File: src/rtl/video_timing_gen.sv
// Raster timing generator: pixel/line counters, blank and sync strobes
// and blanked RGB, all advanced by a pixel clock-enable on clk.
module video_timing_gen #(
   parameter int H_TOTAL     = 396,
   parameter int H_ACT_START = 24,
   parameter int H_ACT_END   = 264,
   parameter int HS_START    = 320,
   parameter int HS_WIDTH    = 32,
   parameter int V_TOTAL     = 256,
   parameter int VB_START    = 223,
   parameter int VB_END      = 255,
   parameter int VS_START    = 226,
   parameter int VS_WIDTH    = 6,
   parameter int RGB_W       = 12,
   parameter int HOFFS_W     = 5,
   parameter int VOFFS_W     = 4
) (
   input  logic                      clk,
   input  logic                      reset,
   input  logic                      ce_pix,
   input  logic signed [HOFFS_W-1:0] hoffs,
   input  logic signed [VOFFS_W-1:0] voffs,
   input  logic [RGB_W-1:0]          rgb_in,
   output logic [8:0]                hpos,
   output logic [8:0]                vpos,
   output logic [RGB_W-1:0]          rgb_out,
   output logic                      hblank,
   output logic                      vblank,
   output logic                      hsync,
   output logic                      vsync,
   output logic                      line_start,
   output logic                      frame_start
);

   if (H_TOTAL > 512 || V_TOTAL > 512 ||
       HS_WIDTH >= H_TOTAL || VS_WIDTH >= V_TOTAL ||
       H_ACT_START >= H_ACT_END || H_ACT_END > H_TOTAL) begin : g_bad_params
      $fatal(1, "video_timing_gen: illegal timing parameters");
   end

   localparam logic [8:0] H_LAST = 9'(H_TOTAL - 1);
   localparam logic [8:0] V_LAST = 9'(V_TOTAL - 1);
   localparam logic [8:0] HA_OFS = 9'(H_ACT_START);
   localparam logic [9:0] H_T    = 10'(H_TOTAL);
   localparam logic [9:0] V_T    = 10'(V_TOTAL);
   localparam logic [9:0] HA_S   = 10'(H_ACT_START);
   localparam logic [9:0] HA_E   = 10'(H_ACT_END);
   localparam logic [9:0] VB_S   = 10'(VB_START);
   localparam logic [9:0] VB_E   = 10'(VB_END);

   logic [8:0]                hcnt;
   logic [8:0]                vcnt;
   logic signed [HOFFS_W-1:0] hoffs_l;
   logic signed [VOFFS_W-1:0] voffs_l;
   logic [9:0]                hs_b, hs_e, vs_b, vs_e;
   logic [9:0]                hx, vx;
   logic                      h_wrap, v_wrap;

   // Offsets are small, so one correction brings the sum back into 0..t-1.
   function automatic logic [9:0] mod_wrap(
      input logic signed [10:0] s,
      input logic [9:0]         t
   );
      logic signed [10:0] ts;
      ts = signed'({1'b0, t});
      if (s < 0)
         return 10'(s + ts);
      else if (s >= ts)
         return 10'(s - ts);
      else
         return 10'(s);
   endfunction

   function automatic logic in_win(
      input logic [9:0] x,
      input logic [9:0] b,
      input logic [9:0] e
   );
      return (b <= e) ? (x >= b && x < e) : (x >= b || x < e);
   endfunction

   assign hs_b = mod_wrap(11'(HS_START) + 11'(hoffs_l), H_T);
   assign hs_e = mod_wrap(signed'({1'b0, hs_b}) + 11'(HS_WIDTH), H_T);
   assign vs_b = mod_wrap(11'(VS_START) + 11'(voffs_l), V_T);
   assign vs_e = mod_wrap(signed'({1'b0, vs_b}) + 11'(VS_WIDTH), V_T);

   assign hx     = {1'b0, hcnt};
   assign vx     = {1'b0, vcnt};
   assign h_wrap = (hcnt == H_LAST);
   assign v_wrap = (vcnt == V_LAST);

   assign hpos = hcnt - HA_OFS;
   assign vpos = vcnt;

   always_ff @(posedge clk) begin
      if (reset) begin
         hcnt        <= '0;
         vcnt        <= '0;
         hoffs_l     <= '0;
         voffs_l     <= '0;
         rgb_out     <= '0;
         hblank      <= 1'b0;
         vblank      <= 1'b0;
         hsync       <= 1'b0;
         vsync       <= 1'b0;
         line_start  <= 1'b0;
         frame_start <= 1'b0;
      end else begin
         line_start  <= 1'b0;
         frame_start <= 1'b0;
         if (ce_pix) begin
            if (h_wrap) begin
               hcnt <= '0;
               vcnt <= v_wrap ? 9'd0 : vcnt + 9'd1;
            end else begin
               hcnt <= hcnt + 9'd1;
            end
            if (h_wrap && v_wrap) begin
               hoffs_l <= hoffs;
               voffs_l <= voffs;
            end
            // Blank is the registered value, so RGB trails blank by a pixel.
            rgb_out     <= (hblank || vblank) ? '0 : rgb_in;
            hblank      <= (hx < HA_S) || (hx >= HA_E);
            vblank      <= (vx >= VB_S) && (vx < VB_E);
            hsync       <= in_win(hx, hs_b, hs_e);
            vsync       <= in_win(vx, vs_b, vs_e);
            line_start  <= h_wrap;
            frame_start <= h_wrap && v_wrap;
         end
      end
   end

endmodule

File: config.mk
export PLATFORM = sky130hd
export DESIGN_NAME = video_timing_gen
export DESIGN_NICKNAME = d
export VERILOG_FILES = /design/src/rtl/video_timing_gen.sv
export SDC_FILE = /design/constraint.sdc
export NUM_CORES = 1
export LEC_CHECK = 0
export ABC_CLOCK_PERIOD_IN_PS = 3650
export BUFFER_PORTS_ARGS = -buffer_cell sky130_fd_sc_hd__buf_2
export CORE_MARGIN = 1.5
export CORE_UTILIZATION = 35
export CTS_BUF_LIST = sky130_fd_sc_hd__clkbuf_4 sky130_fd_sc_hd__clkbuf_8
export DETAILED_ROUTE_END_ITERATION = 10
export PLACE_DENSITY = 0.58
export REMOVE_ABC_BUFFERS = 1
export SYNTH_ARGS = -nofsm -noshare
export SYNTH_HDL_FRONTEND = slang
export SYNTH_SLANG_ARGS = --single-unit
export TNS_END_PERCENT = 30
File: constraint.sdc
create_clock -name clk -period 3.65 [get_ports clk]
set_input_delay 0.365 -clock clk [delete_from_list [all_inputs] [get_ports clk]]
set_output_delay 0.365 -clock clk [all_outputs]
set_load 0.005 [all_outputs]
== After elaboration in Yosys (flattened, before gate mapping) ==
Cells that the tools add are included.

* Register bits after elaboration: 45
* Bits in latches: 0
* Memory bits (writable): 0
* Memory bits (read-only): 0
* Bits of input ports: 24
* Output and inout port bits: 36
* Memories: 0

* $add $sub $neg: 15
* $mul: 0
* Div/mod/pow operators: 0
* Order comparisons: 18
* Equality and inequality tests: 2
* Shifts and indexed selects: 0
* Multiplexer cells: 13
* Bitwise operators: 1
* Reductions and logical operators: 11

{| class="wikitable"
|+ Operators with widths
! kind !! count
|-
| 10-bit 2-to-1 mux || 8
|-
| 10-bit adder, second input constant || 4
|-
| 10-bit subtractor, second input constant || 4
|-
| 11-bit by 10-bit greater-or-equal comparator with 1-bit output, second input constant || 3
|-
| 11-bit by 1-bit less-than comparator with 1-bit output, second input constant || 3
|-
| 9-bit by 10-bit greater-or-equal comparator with 1-bit output || 2
|-
| 10-bit <= comparator || 2
|-
| 9-bit by 10-bit less-than comparator with 1-bit output || 2
|-
| 9-bit by 1-bit adder with 9-bit output, second input constant || 2
|-
| 9-bit 2-to-1 mux || 2
|-
| 12-bit 2-to-1 mux || 1
|-
| 10-bit by 3-bit adder with 11-bit output, second input constant || 1
|-
| 10-bit by 5-bit adder with 11-bit output, first input constant || 1
|-
| 10-bit by 6-bit adder with 11-bit output, second input constant || 1
|-
| 9-bit by 4-bit adder with 10-bit output, first input constant || 1
|-
| 10-bit greater-or-equal comparator, second input constant || 1
|-
| 10-bit by 1-bit less-than comparator with 1-bit output, second input constant || 1
|-
| 9-bit by 8-bit == test with 1-bit output, second input constant || 1
|-
| 9-bit == test, second input constant || 1
|-
| 9-bit by 8-bit greater-or-equal comparator with 1-bit output, second input constant || 1
|-
| 9-bit greater-or-equal comparator, second input constant || 1
|-
| 9-bit by 5-bit less-than comparator with 1-bit output, second input constant || 1
|-
| 9-bit by 8-bit less-than comparator with 1-bit output, second input constant || 1
|-
| 9-bit by 5-bit subtractor with 9-bit output, second input constant || 1
|-
| other kinds (6) || 14
|}

== Depth between registers and ports, before layout ==
Gate-level depths: netlist of the first run.

* Depth after elaboration: 11
* Depth in mapped cells: 11
* Depth with buffers taken out: 11

== Least setup slack after synthesis of the first run ==
No wires, ideal clock.

* Path kind: register -> register
* Start: reg voffs_l[1]
* End: reg vsync
* Library setup time: 0.115 ns
* Data arrival time: 2.715 ns
* Path slack: 0.820 ns
* Cell stages (with the launch flop): 12
* Buffers on the path: 0
* Clock period less this slack: 2.830 ns
* Cell sequence: dfxtp_1 ha_1 inv_1 ha_1 nor4bb_1 inv_1 ha_1 ha_1 nand4b_1 a211oi_1 a211oi_1 o21a_1

* Longest elaborated chain between the ends: 11
* Elaborated cells on any way between the ends: 20
* Those cells by class: 6 x add/sub; 7 x order compare; 5 x mux; 2 x reduce/logical

{| class="wikitable"
|+ RTL lines
! element !! RTL line !! RTL
|-
| start: declaration || 54 || <nowiki>logic signed [VOFFS_W-1:0] voffs_l;</nowiki>
|-
| start signal: assignment || 120 || <nowiki>voffs_l <= voffs;</nowiki>
|-
| 9-bit by 4-bit adder with 10-bit output * || 84 || <nowiki>assign vs_b = mod_wrap(11'(VS_START) + 11'(voffs_l), V_T);</nowiki>
|-
| 10-bit subtractor or 10-bit greater-or-equal comparator (tied branches) || 69, 68 ||
|-
| 10-bit 2-to-1 mux || 68 || <nowiki>else if (s >= ts)</nowiki>
|-
| 10-bit 2-to-1 mux * || 66 || <nowiki>if (s < 0)</nowiki>
|-
| 10-bit by 3-bit adder with 11-bit output || 85 || <nowiki>assign vs_e = mod_wrap(signed'({1'b0, vs_b}) + 11'(VS_WIDTH), V_T);</nowiki>
|-
| 10-bit subtractor or 11-bit by 10-bit greater-or-equal comparator with 1-bit output (tied branches) || 69, 68 ||
|-
| 10-bit 2-to-1 mux || 68 ||
|-
| 10-bit 2-to-1 mux || 66 ||
|-
| 9-bit by 10-bit less-than comparator with 1-bit output || 79 || <nowiki>return (b <= e) ? (x >= b && x < e) : (x >= b || x < e);</nowiki>
|-
| 1-bit logical OR or 1-bit logical AND (tied branches) || 79 ||
|-
| 1-bit 2-to-1 mux * || 79 ||
|-
| end signal: assignment || 127 || <nowiki>vsync <= in_win(vx, vs_b, vs_e);</nowiki>
|-
| end: declaration || 30 || <nowiki>output logic vsync,</nowiki>
|}

Every way passes the cells marked *; elsewhere a longest branch is shown, timed or not.
A chain may end at the register's enable or synchronous reset.

== Worst setup path after layout of the first run ==
Ends and elaborated chain as after synthesis.

==> impl_results.md, run 1 <==
- Run status: finished, final reports clean
- Worst vdd ir: 0.1481 mV
- Most frequent cells in the layout: buf_2, dfxtp_1, nor2_1
- Minimum clock period: 3230 ps
- Leak pwr: 1.371 nW
- TritonCTS Sinks: 45
- Fill count: 812
- GRT Total Usage: 0.1546
- Post-synth EDFFs: 0
- Total CTS buffers: 5
- Initial core utilization: 0.3632
- Root buffer cell: clkbuf_8
- Clk_lat worst skew: 300 ps
- Antenna violations before repair: 0
- Seq/Total Area, Yosys: 0.3401
- Largest net degree at the start of global routing: 27
- Post-cts resize count: 0
- Die H: 90.00 um
- Fin area: 3089 um2
- Proportion of netlist area held by the largest area contributor: 0.3401
- Die Area: 8099 um2
- Reg power frac: 0.560
- CTS Buffer Depth: 2
- Gpl congestion: 0.8266
- Max-slew violation count: 0
- Final setup fails: 0
- Actual slew at the worst max-slew pin: 557.8 ps
- Min-Delay Path Class: input pin to register
- Final cell count without fillers: 463
- Synth Flop Type: dfxtp_1
- Post-synthesis async set-or-reset flop share: 0
- Slowest-stage cell, CP: nor4bb_1
- CP Max Fanout: 10
- Worst Setup End Kind: register
- YS warnings: 0
- Core ar.: 7292 um2
- DR DRC count: 0
- Final hold vios: 0
- # H-tree levels: 2
- Worst path required time: 3850 ps
- P_int: 689.3 uW
- Vias per inst: 4.994
- # hold bufs at CTS: 0
- Net switching power: 218.1 uW
- Rows: 31
- Buffers on Ports: 59
- First-pass GRT wire length: 10,390 um
- Die W: 90.00 um
- Top cells by area, synth: dfxtp_1, ha_1, nor2_1
- DP HPWL: 4420 um
- Clock share of power: 0.359
- # placed instances: 455
- Fmax: 309.6 MHz
- N_diodes: 0
- PD cells: 293.7 nW/um2
- Most frequent CP cell: ha_1
- Switching Share: 0.2403
- Layout cells sized above 1: 0.2060
- CTS tree: built
- Synth Instances: 312
- Postcts setup bufs: 0
- Yosys top cell by area: dfxtp_1
- Final Hold Slack: 272.8 ps
- Routed WL: 5949 um
- Routed len/inst: 12.85 um
- Logic pwr share: 0.081
- Distinct cells, synth: 44
- ANT nets after route: 0
- IO Pins: 60
- Final core occ: 0.4236
- Clk pin slew, worst setup/hold paths: 90 ps
- Dpl cell area: 2993 um2
- Number of DRC markers in iteration 0: 48
- Final net count: 420
- TNS Setup: 0 ps
- Commonest non-fill, non-tap cell in the layout: buf_2
- Area grow syn2layout: 16.63%
- Crit-path max cell delay: 550 ps
- Syn Std Cell Area: 2649 um2
- Total number of vias: 2,312
- #FFs+latches synth: 45
- Syn avg cell area: 8.490 um2
- MaxCap Viol Count: 0
- Worst Skew: 8.041 ps
- Vias in the first global route: 2,197
- Kind of critical path: register to register
- Fin crit share: 0.8848
- Total grt overflow: 0
- RSZ-0062 raised after global routing: no
- Crit start category: register
- Critical path arrival: 3430 ps
- Drt pass-1 iters: 4
- Crit-path cells: ha_1 > inv_1 > ha_1 > nor4bb_1 > inv_1 > ha_1 > ha_1 > nand4b_1 > a211oi_1 > a211oi_1 > o21a_1
- Max-slew headroom: 0.6230
[stage by stage]
step / total power, mW / worst slack, ps
floorplan: 0.5528 / 820.4
global route: 0.9535 / 233.5
finish: 0.9074 / 420.4
detailed placement: 0.5944 / 467.8
global placement: 0.5933 / 643.0
CTS: 0.9221 / 455.9
[routing by layer]
layer	share of wire	track usage
met1	0.49	0.2047
met2	0.46	0.2595
met3	0.038	0.02538
met4	0.011	0.04365
met5	0	0
[kinds of logic (layout without fill, tap and decap cells)]
logic type | Yosys count | after routing | synth area share
fa+ha+maj | 33 | 33 | 0.1559
flops | 45 | 45 | 0.3401
compound gates | 60 | 60 | 0.1389
xor+xnor | 23 | 23 | 0.07605
mux | 2 | 2 | 0.007558
buf+inv | 37 | 89 | 0.06235
simple gates | 112 | 112 | 0.2192
[Yosys cell counts, drive strengths merged (7+ instances only)]
| cell type | instances |
|---|---|
| a21oi | 27 |
| nor2 | 38 |
| xnor2 | 11 |
| ha | 33 |
| clkbuf | 10 |
| o21ai | 10 |
| inv | 20 |
| dfxtp | 45 |
| nor2b | 14 |
| buf | 7 |
| xor2 | 12 |
| nand2 | 22 |
| nand4 | 7 |
[worst max-delay path, delay by kind of cell, from the launching register on]
kind | cells | cell delay (ps)
buffers and inverters | 2 | 170
AND/OR/NAND/NOR | 2 | 670
flip-flops | 1 | 510
adder cells (fa/ha/maj) | 4 | 1300
AO/OA/AOI/OAI | 3 | 490
[final timing paths]
check	start	to	slack (ps)	depth (start not counted)
worst max-delay path	voffs_l[1]	vsync	420	11
worst min-delay path	hoffs[1]	hoffs_l[1]	270	3
worst max register to register	voffs_l[1]	vsync	420	11
worst min register to register	hoffs_l[3]	hoffs_l[3]	480	2
[layout make-up]
type | instances | area (um2) | share of cell area
multi-input combinational | 230 | 1583 | 0.5124
sequential | 45 | 900.9 | 0.2916
timing repair buffer | 61 | 310.3 | 0.1004
tap | 99 | 123.9 | 0.04010
clock buffer | 6 | 82.58 | 0.02673
inverter | 20 | 75.07 | 0.02430
clock inverter | 2 | 13.76 | 0.004455
[sequential cells by signal (all words and copies together), names as in the netlist]
register / flops
frame_start: 1
vsync: 1
hblank: 1
hcnt: 9
hsync: 1
vpos: 9
rgb_out: 12
vblank: 1
voffs_l: 4
hoffs_l: 5
line_start: 1
[power by group through the flow]
stage               Sequential (mW)  Clock [mW]  Combinational (mW)
global route                  0.510       0.360              0.0840
detailed placement            0.520           0              0.0747
global placement              0.519           0              0.0739
finish                        0.508       0.326              0.0736
floorplan                     0.520           0              0.0331
CTS                           0.508       0.339              0.0753
(Power assumes the default switching activity.)
==> inputs of run 2 (changes only) <==
--- a/config.mk
+++ b/config.mk
@@ -8,10 +8,10 @@
 export ABC_CLOCK_PERIOD_IN_PS = 3650
 export BUFFER_PORTS_ARGS = -buffer_cell sky130_fd_sc_hd__buf_2
 export CORE_MARGIN = 1.5
-export CORE_UTILIZATION = 35
+export CORE_UTILIZATION = 56
 export CTS_BUF_LIST = sky130_fd_sc_hd__clkbuf_4 sky130_fd_sc_hd__clkbuf_8
 export DETAILED_ROUTE_END_ITERATION = 10
-export PLACE_DENSITY = 0.58
+export PLACE_DENSITY = 0.84
 export REMOVE_ABC_BUFFERS = 1
 export SYNTH_ARGS = -nofsm -noshare
 export SYNTH_HDL_FRONTEND = slang
==> impl_results.md, run 2 (synthesis results as in run 1) <==
- Layout cells sized above 1: 0.2039 (was 0.2060)
- Total CTS buffers: 5 (unchanged)
- Max-slew violation count: 0 (unchanged)
- Number of DRC markers in iteration 0: 82 (was 48)
- Worst Skew: 6.623 ps (was 8.041 ps)
- Run status: finished, final reports clean (unchanged)
- # hold bufs at CTS: 0 (unchanged)
- Largest net degree at the start of global routing: 28 (was 27)
- Commonest non-fill, non-tap cell in the layout: buf_2 (unchanged)
- Clk_lat worst skew: 300 ps (about the same)
- Final setup fails: 0 (unchanged)
- Root buffer cell: clkbuf_8 (unchanged)
- Worst hold stages: 3 (unchanged)
- Routed len/inst: 13.27 um (was 12.85 um)
- GRT Total Usage: 0.2265 (was 0.1546)
- Buffers on Ports: 59 (unchanged)
- Top reg by flops: rgb_out (unchanged)
- DR DRC count: 0 (unchanged)
- Final hold vios: 0 (unchanged)
- Max FFs per register: 12 (unchanged)
- Vias per inst: 5.547 (was 4.994)
- MaxCap Viol Count: 0 (unchanged)
- Postcts setup bufs: 0 (unchanged)
- Worst Setup End Kind: register (unchanged)
- TNS Setup: 0 ps (unchanged)
- Die Area: 5152 um2 (was 8099 um2)
- Antenna violations before repair: 0 (unchanged)
- Worst reg-to-reg setup slack: 430 ps (was 420 ps)
- ANT nets after route: 0 (unchanged)
- Clk pin slew, worst setup/hold paths: 80 ps (was 90 ps)
- CTS tree: built (unchanged)
- Gpl congestion: 0.8324 (was 0.8266)
- First-pass GRT wire length: 9308 um (was 10,390 um)
- R2R depth: 11 (unchanged)
- Crit start category: register (unchanged)
- Post-cts resize count: 0 (unchanged)
- Worst vdd ir: 0.3896 mV (was 0.1481 mV)
- Final net count: 419 (was 420)
- Vias in the first global route: 2,142 (was 2,197)
- Final core occ: 0.6864 (was 0.4236)
- Reg-to-reg endpoint: vsync (unchanged)
- Kind of critical path: register to register (unchanged)
- # H-tree levels: 2 (unchanged)
- Worst hold path endpoint: hoffs_l[1] (unchanged)
- Most frequent cells in the layout: buf_2, dfxtp_1, nor2_1 (unchanged)
- CP Max Fanout: 10 (unchanged)
- Hold Startpoint: hoffs[1] (unchanged)
- Leak pwr: 1.378 nW (was 1.371 nW)
- Reg2reg start: voffs_l[1] (unchanged)
- DP HPWL: 4148 um (was 4420 um)
- Critical path arrival: 3430 ps (about the same)
- Max-slew headroom: 0.6394 (was 0.6230)
- Final Hold Slack: 261.1 ps (was 272.8 ps)
- Initial core utilization: 0.5960 (was 0.3632)
- Fmax: 310.2 MHz (was 309.6 MHz)
- Routed WL: 5508 um (was 5949 um)
- N_diodes: 0 (unchanged)
- IO Pins: 60 (unchanged)
- Actual slew at the worst max-slew pin: 533.7 ps (was 557.8 ps)
- Total number of vias: 2,302 (was 2,312)
- Area grow syn2layout: 15.16% (was 16.63%)
- RSZ-0062 raised after global routing: no (unchanged)
- Drt pass-1 iters: 6 (was 4)
- Minimum clock period: 3223 ps (was 3230 ps)
- PD cells: 322.3 nW/um2 (was 293.7 nW/um2)
- Core ar.: 4444 um2 (was 7292 um2)
- CTS Buffer Depth: 2 (unchanged)
- Total grt overflow: 0 (unchanged)
- Min-Delay Path Class: input pin to register (unchanged)
- Die W: 71.78 um (was 90.00 um)
- Rows: 24 (was 31)
- Fin crit share: 0.8831 (was 0.8848)
- Die H: 71.78 um (was 90.00 um)
- Worst path required time: 3850 ps (about the same)
- TritonCTS Sinks: 45 (unchanged)
[run 2: per-stage QoR]
stage	instances	cell area (um2)	setup WS (ps)	total power [mW]
global placement	407	2927	681.9	0.5900
CTS	415	3050	447.5	0.9931
finish	415	3050	426.6	0.9830
global route	415	3050	167.7	1.022
floorplan	295	2559	820.4	0.5528
detailed placement	407	2927	462.8	0.5917
[run 2: report_power, final]
part	internal [mW]	switching, mW	total (mW)
Sequential	0.501	0.00669	0.508
Combinational	0.0340	0.0376	0.0716
Clock	0.227	0.176	0.404
[run 2: critical path, cell delays in order, from the launching register on]
cell	delay, ps
dfxtp_1	530
ha_1	290
inv_1	80
ha_1	370
nor4bb_1	530
inv_1	100
ha_1	330
ha_1	300
nand4b_1	130
a211oi_1	200
a211oi_1	80
o21a_1	190
[run 2: worst max-delay path by stage]
stage | cells after the start | to | from
floorplan | 11 | vsync | voffs_l[1]
global placement | 11 | vsync | voffs_l[1]
detailed placement | 11 | vsync | voffs_l[1]
CTS | 11 | vsync | voffs_l[1]
global route | 11 | vsync | voffs_l[1]
finish | 11 | vsync | voffs_l[1]
[run 2: area by class of cell]
type | instances | area [um2]
multi-input combinational | 230 | 1583
timing repair buffer | 60 | 302.8
sequential | 45 | 900.9
clock inverter | 2 | 41.29
clock buffer | 6 | 82.58
inverter | 20 | 75.07
fill | 362 | 1394
tap | 52 | 65.06
[run 2: per-layer routing]
layer  vias up  GRT usage  share of wire
li1       1169          -              -
met1      1069     0.2743           0.44
met2        54     0.3920           0.50
met3        10    0.04641          0.039
met4         0    0.09015          0.019
met5         -          0              0
==> inputs of run 3 (changes only) <==
--- a/config.mk
+++ b/config.mk
@@ -11,7 +11,8 @@
 export CORE_UTILIZATION = 56
 export CTS_BUF_LIST = sky130_fd_sc_hd__clkbuf_4 sky130_fd_sc_hd__clkbuf_8
 export DETAILED_ROUTE_END_ITERATION = 10
-export PLACE_DENSITY = 0.84
+export GPL_TIMING_DRIVEN = 0
+export PLACE_DENSITY = 0.9
 export REMOVE_ABC_BUFFERS = 1
 export SYNTH_ARGS = -nofsm -noshare
 export SYNTH_HDL_FRONTEND = slang
==> impl_results.md, run 3 (synthesis results as in run 1) <==
- Worst vdd ir: 0.2172 mV (was 0.3896 mV)
- Post-cts resize count: 0 (unchanged)
- Initial core utilization: 0.5960 (unchanged)
- MaxCap Viol Count: 0 (unchanged)
- Top reg by flops: rgb_out (unchanged)
- Fill count: 369 (was 362)
- Postcts setup bufs: 0 (unchanged)
- Crit-path cells: ha_1 > inv_1 > ha_1 > nor4bb_1 > inv_1 > ha_1 > ha_1 > nand4b_1 > a211oi_1 > a211oi_1 > o21a_1 (unchanged)
- # hold bufs at CTS: 0 (unchanged)
- Routed WL: 5477 um (was 5508 um)
- Vias per inst: 5.478 (was 5.547)
- Area grow syn2layout: 14.88% (was 15.16%)
- Minimum clock period: 3235 ps (was 3223 ps)
- Critical path arrival: 3440 ps (was 3430 ps)
- Final setup fails: 0 (unchanged)
- Worst hold stages: 3 (unchanged)
- Launch point of the worst path: voffs_l[1] (unchanged)
- Die W: 71.78 um (unchanged)
- Vias in the first global route: 2,144 (was 2,142)
- Run status: finished with violations (was finished, final reports clean)
- Switching Share: 0.2391 (was 0.2245)
- DR DRC count: 4 (was 0)
- Final Worst Setup Slack: 414.5 ps (was 426.6 ps)
- Antenna violations before repair: 0 (unchanged)
- Layout cells sized above 1: 0.2044 (was 0.2039)
- Die H: 71.78 um (unchanged)
- Clock share of power: 0.406 (was 0.411)
- Total CTS buffers: 5 (unchanged)
- Dpl ws: 448.0 ps (was 462.8 ps)
- Leak pwr: 1.373 nW (was 1.378 nW)
- Crit start category: register (unchanged)
- Reg-to-reg endpoint: vsync (unchanged)
- Most frequent CP cell: ha_1 (unchanged)
- Actual slew at the worst max-slew pin: 714.4 ps (was 533.7 ps)
- CTS tree: built (unchanged)
- N_diodes: 0 (unchanged)
- CP Depth: 11 (unchanged)
- P_int: 744.5 uW (was 762.3 uW)
- Core ar.: 4444 um2 (unchanged)
- Total grt overflow: 0 (unchanged)
- RSZ-0062 raised after global routing: no (unchanged)
- Reg power frac: 0.519 (was 0.516)
- Max FFs per register: 12 (unchanged)
- TritonCTS Sinks: 45 (unchanged)
- Commonest non-fill, non-tap cell in the layout: buf_2 (unchanged)
- Failing checks: DRC
- Final Hold Slack: 255.8 ps (was 261.1 ps)
- Max-slew violation count: 0 (unchanged)
- Worst Skew: 10.71 ps (was 6.623 ps)
- CP Max Fanout: 10 (unchanged)
- Reg area: 900.9 um2 (unchanged)
- Logic pwr share: 0.075 (was 0.073)
- Largest delay share family, worst path: adder cells (unchanged)
- Final hold vios: 0 (unchanged)
- Worst reg-to-reg setup slack: 410 ps (was 430 ps)
- PD cells: 321.5 nW/um2 (was 322.3 nW/um2)
- Fin crit share: 0.8864 (was 0.8831)
- DP HPWL: 4092 um (was 4148 um)
- Min-Delay Path Class: input pin to register (unchanged)
- Buffers on Ports: 59 (unchanged)
- First-pass GRT wire length: 9252 um (was 9308 um)
- # H-tree levels: 2 (unchanged)
- Kind of critical path: register to register (unchanged)
- Clk_lat worst skew: 310 ps (was 300 ps)
- Slowest-stage cell, CP: nor4bb_1 (was dfxtp_1)
- CTS Buffer Depth: 2 (unchanged)
- Worst setup path end: vsync (unchanged)
- Die Area: 5152 um2 (unchanged)
- Net switching power: 233.9 uW (was 220.7 uW)
- Total number of vias: 2,268 (was 2,302)
- Reg2reg start: voffs_l[1] (unchanged)
- Buf+Inv Stages, Crit Path: 2 (unchanged)
- Number of DRC markers in iteration 0: 139 (was 82)
- Routed len/inst: 13.23 um (was 13.27 um)
- Clk pin slew, worst setup/hold paths: 100 ps (was 80 ps)
- Max-slew headroom: 0.5216 (was 0.6394)
- ANT nets after route: 0 (unchanged)
- Root buffer cell: clkbuf_8 (unchanged)
- R2R depth: 11 (unchanged)
- Fmax: 309.1 MHz (was 310.2 MHz)
- Drt pass-1 iters: 7 (was 6)
- Worst Setup End Kind: register (unchanged)
- Crit-path max cell delay: 550 ps (was 530 ps)
- Rows: 24 (unchanged)
- IO Pins: 60 (unchanged)
- Area of the multi-input gates: 1588 um2 (was 1583 um2)
- Worst path required time: 3850 ps (about the same)
- TNS Setup: 0 ps (unchanged)
- Gpl congestion: 0.8071 (was 0.8324)
- GRT Total Usage: 0.2234 (was 0.2265)
- Largest net degree at the start of global routing: 28 (unchanged)
- Final net count: 418 (was 419)
- Most frequent cells in the layout: buf_2, dfxtp_1, nor2_1 (unchanged)
[run 3: cell count changes in the layout (fill, tap and decap cells not counted), sizes merged]
cell	previous run	this run
clkbuf	6	5
buf	60	59
clkinv	0	1
[run 3: worst min-delay path: stages]
cell and delay (ps):
buf_2 80, nand2_1 40, o21ai_1 60
[run 3: final cells by class]
cell class / count / area share
clock buffer: 5 / 0.02262
multi-input combinational: 230 / 0.5218
tap: 52 / 0.02138
sequential: 45 / 0.2961
inverter: 20 / 0.02467
clock inverter: 3 / 0.01645
timing repair buffer: 59 / 0.09704
[run 3: metrics by stage]
| step | utilization | power, mW | instances | instance area [um2] |
|---|---|---|---|---|
| after floorplan | - | 0.5528 | 295 | 2559 |
| after global placement | 0.6568 | 0.5882 | 406 | 2919 |
| after detailed placement | 0.6568 | 0.5918 | 406 | 2919 |
| after CTS | 0.6836 | 0.9837 | 414 | 3038 |
| after global routing | 0.6847 | 1.017 | 414 | 3043 |
| final | 0.6847 | 0.9784 | 414 | 3043 |
[run 3: power groups by stage]
stage	clock network [mW]	registers, mW	logic (mW)
after floorplan	0	0.520	0.0331
after global placement	0	0.519	0.0694
after detailed placement	0	0.519	0.0726
after CTS	0.403	0.508	0.0733
after global routing	0.424	0.509	0.0837
final	0.397	0.508	0.0731
[run 3: how the worst min path moves through the flow]
| stage | startpoint | endpoint | slack (ps) |
|---|---|---|---|
| after detailed placement | hoffs_l[3] | hoffs_l[3] | 460 |
| after global placement | hoffs_l[3] | hoffs_l[3] | 460 |
| after global routing | voffs[0] | voffs_l[0] | 260 |
| after floorplan | reset | hblank | 430 |
| final | hoffs[3] | hoffs_l[3] | 260 |
| after CTS | hoffs[2] | hoffs_l[2] | 250 |
[run 3: metal layers]
layer  wire length [um]  vias up  part of all wire  GRT usage
met5                  0        -                 0          0
met3                317        9             0.058    0.04219
met4                 70        0             0.013    0.06499
met1               2422     1023              0.44     0.2783
li1                   -     1166                 -          -
met2               2666       70              0.49     0.3920
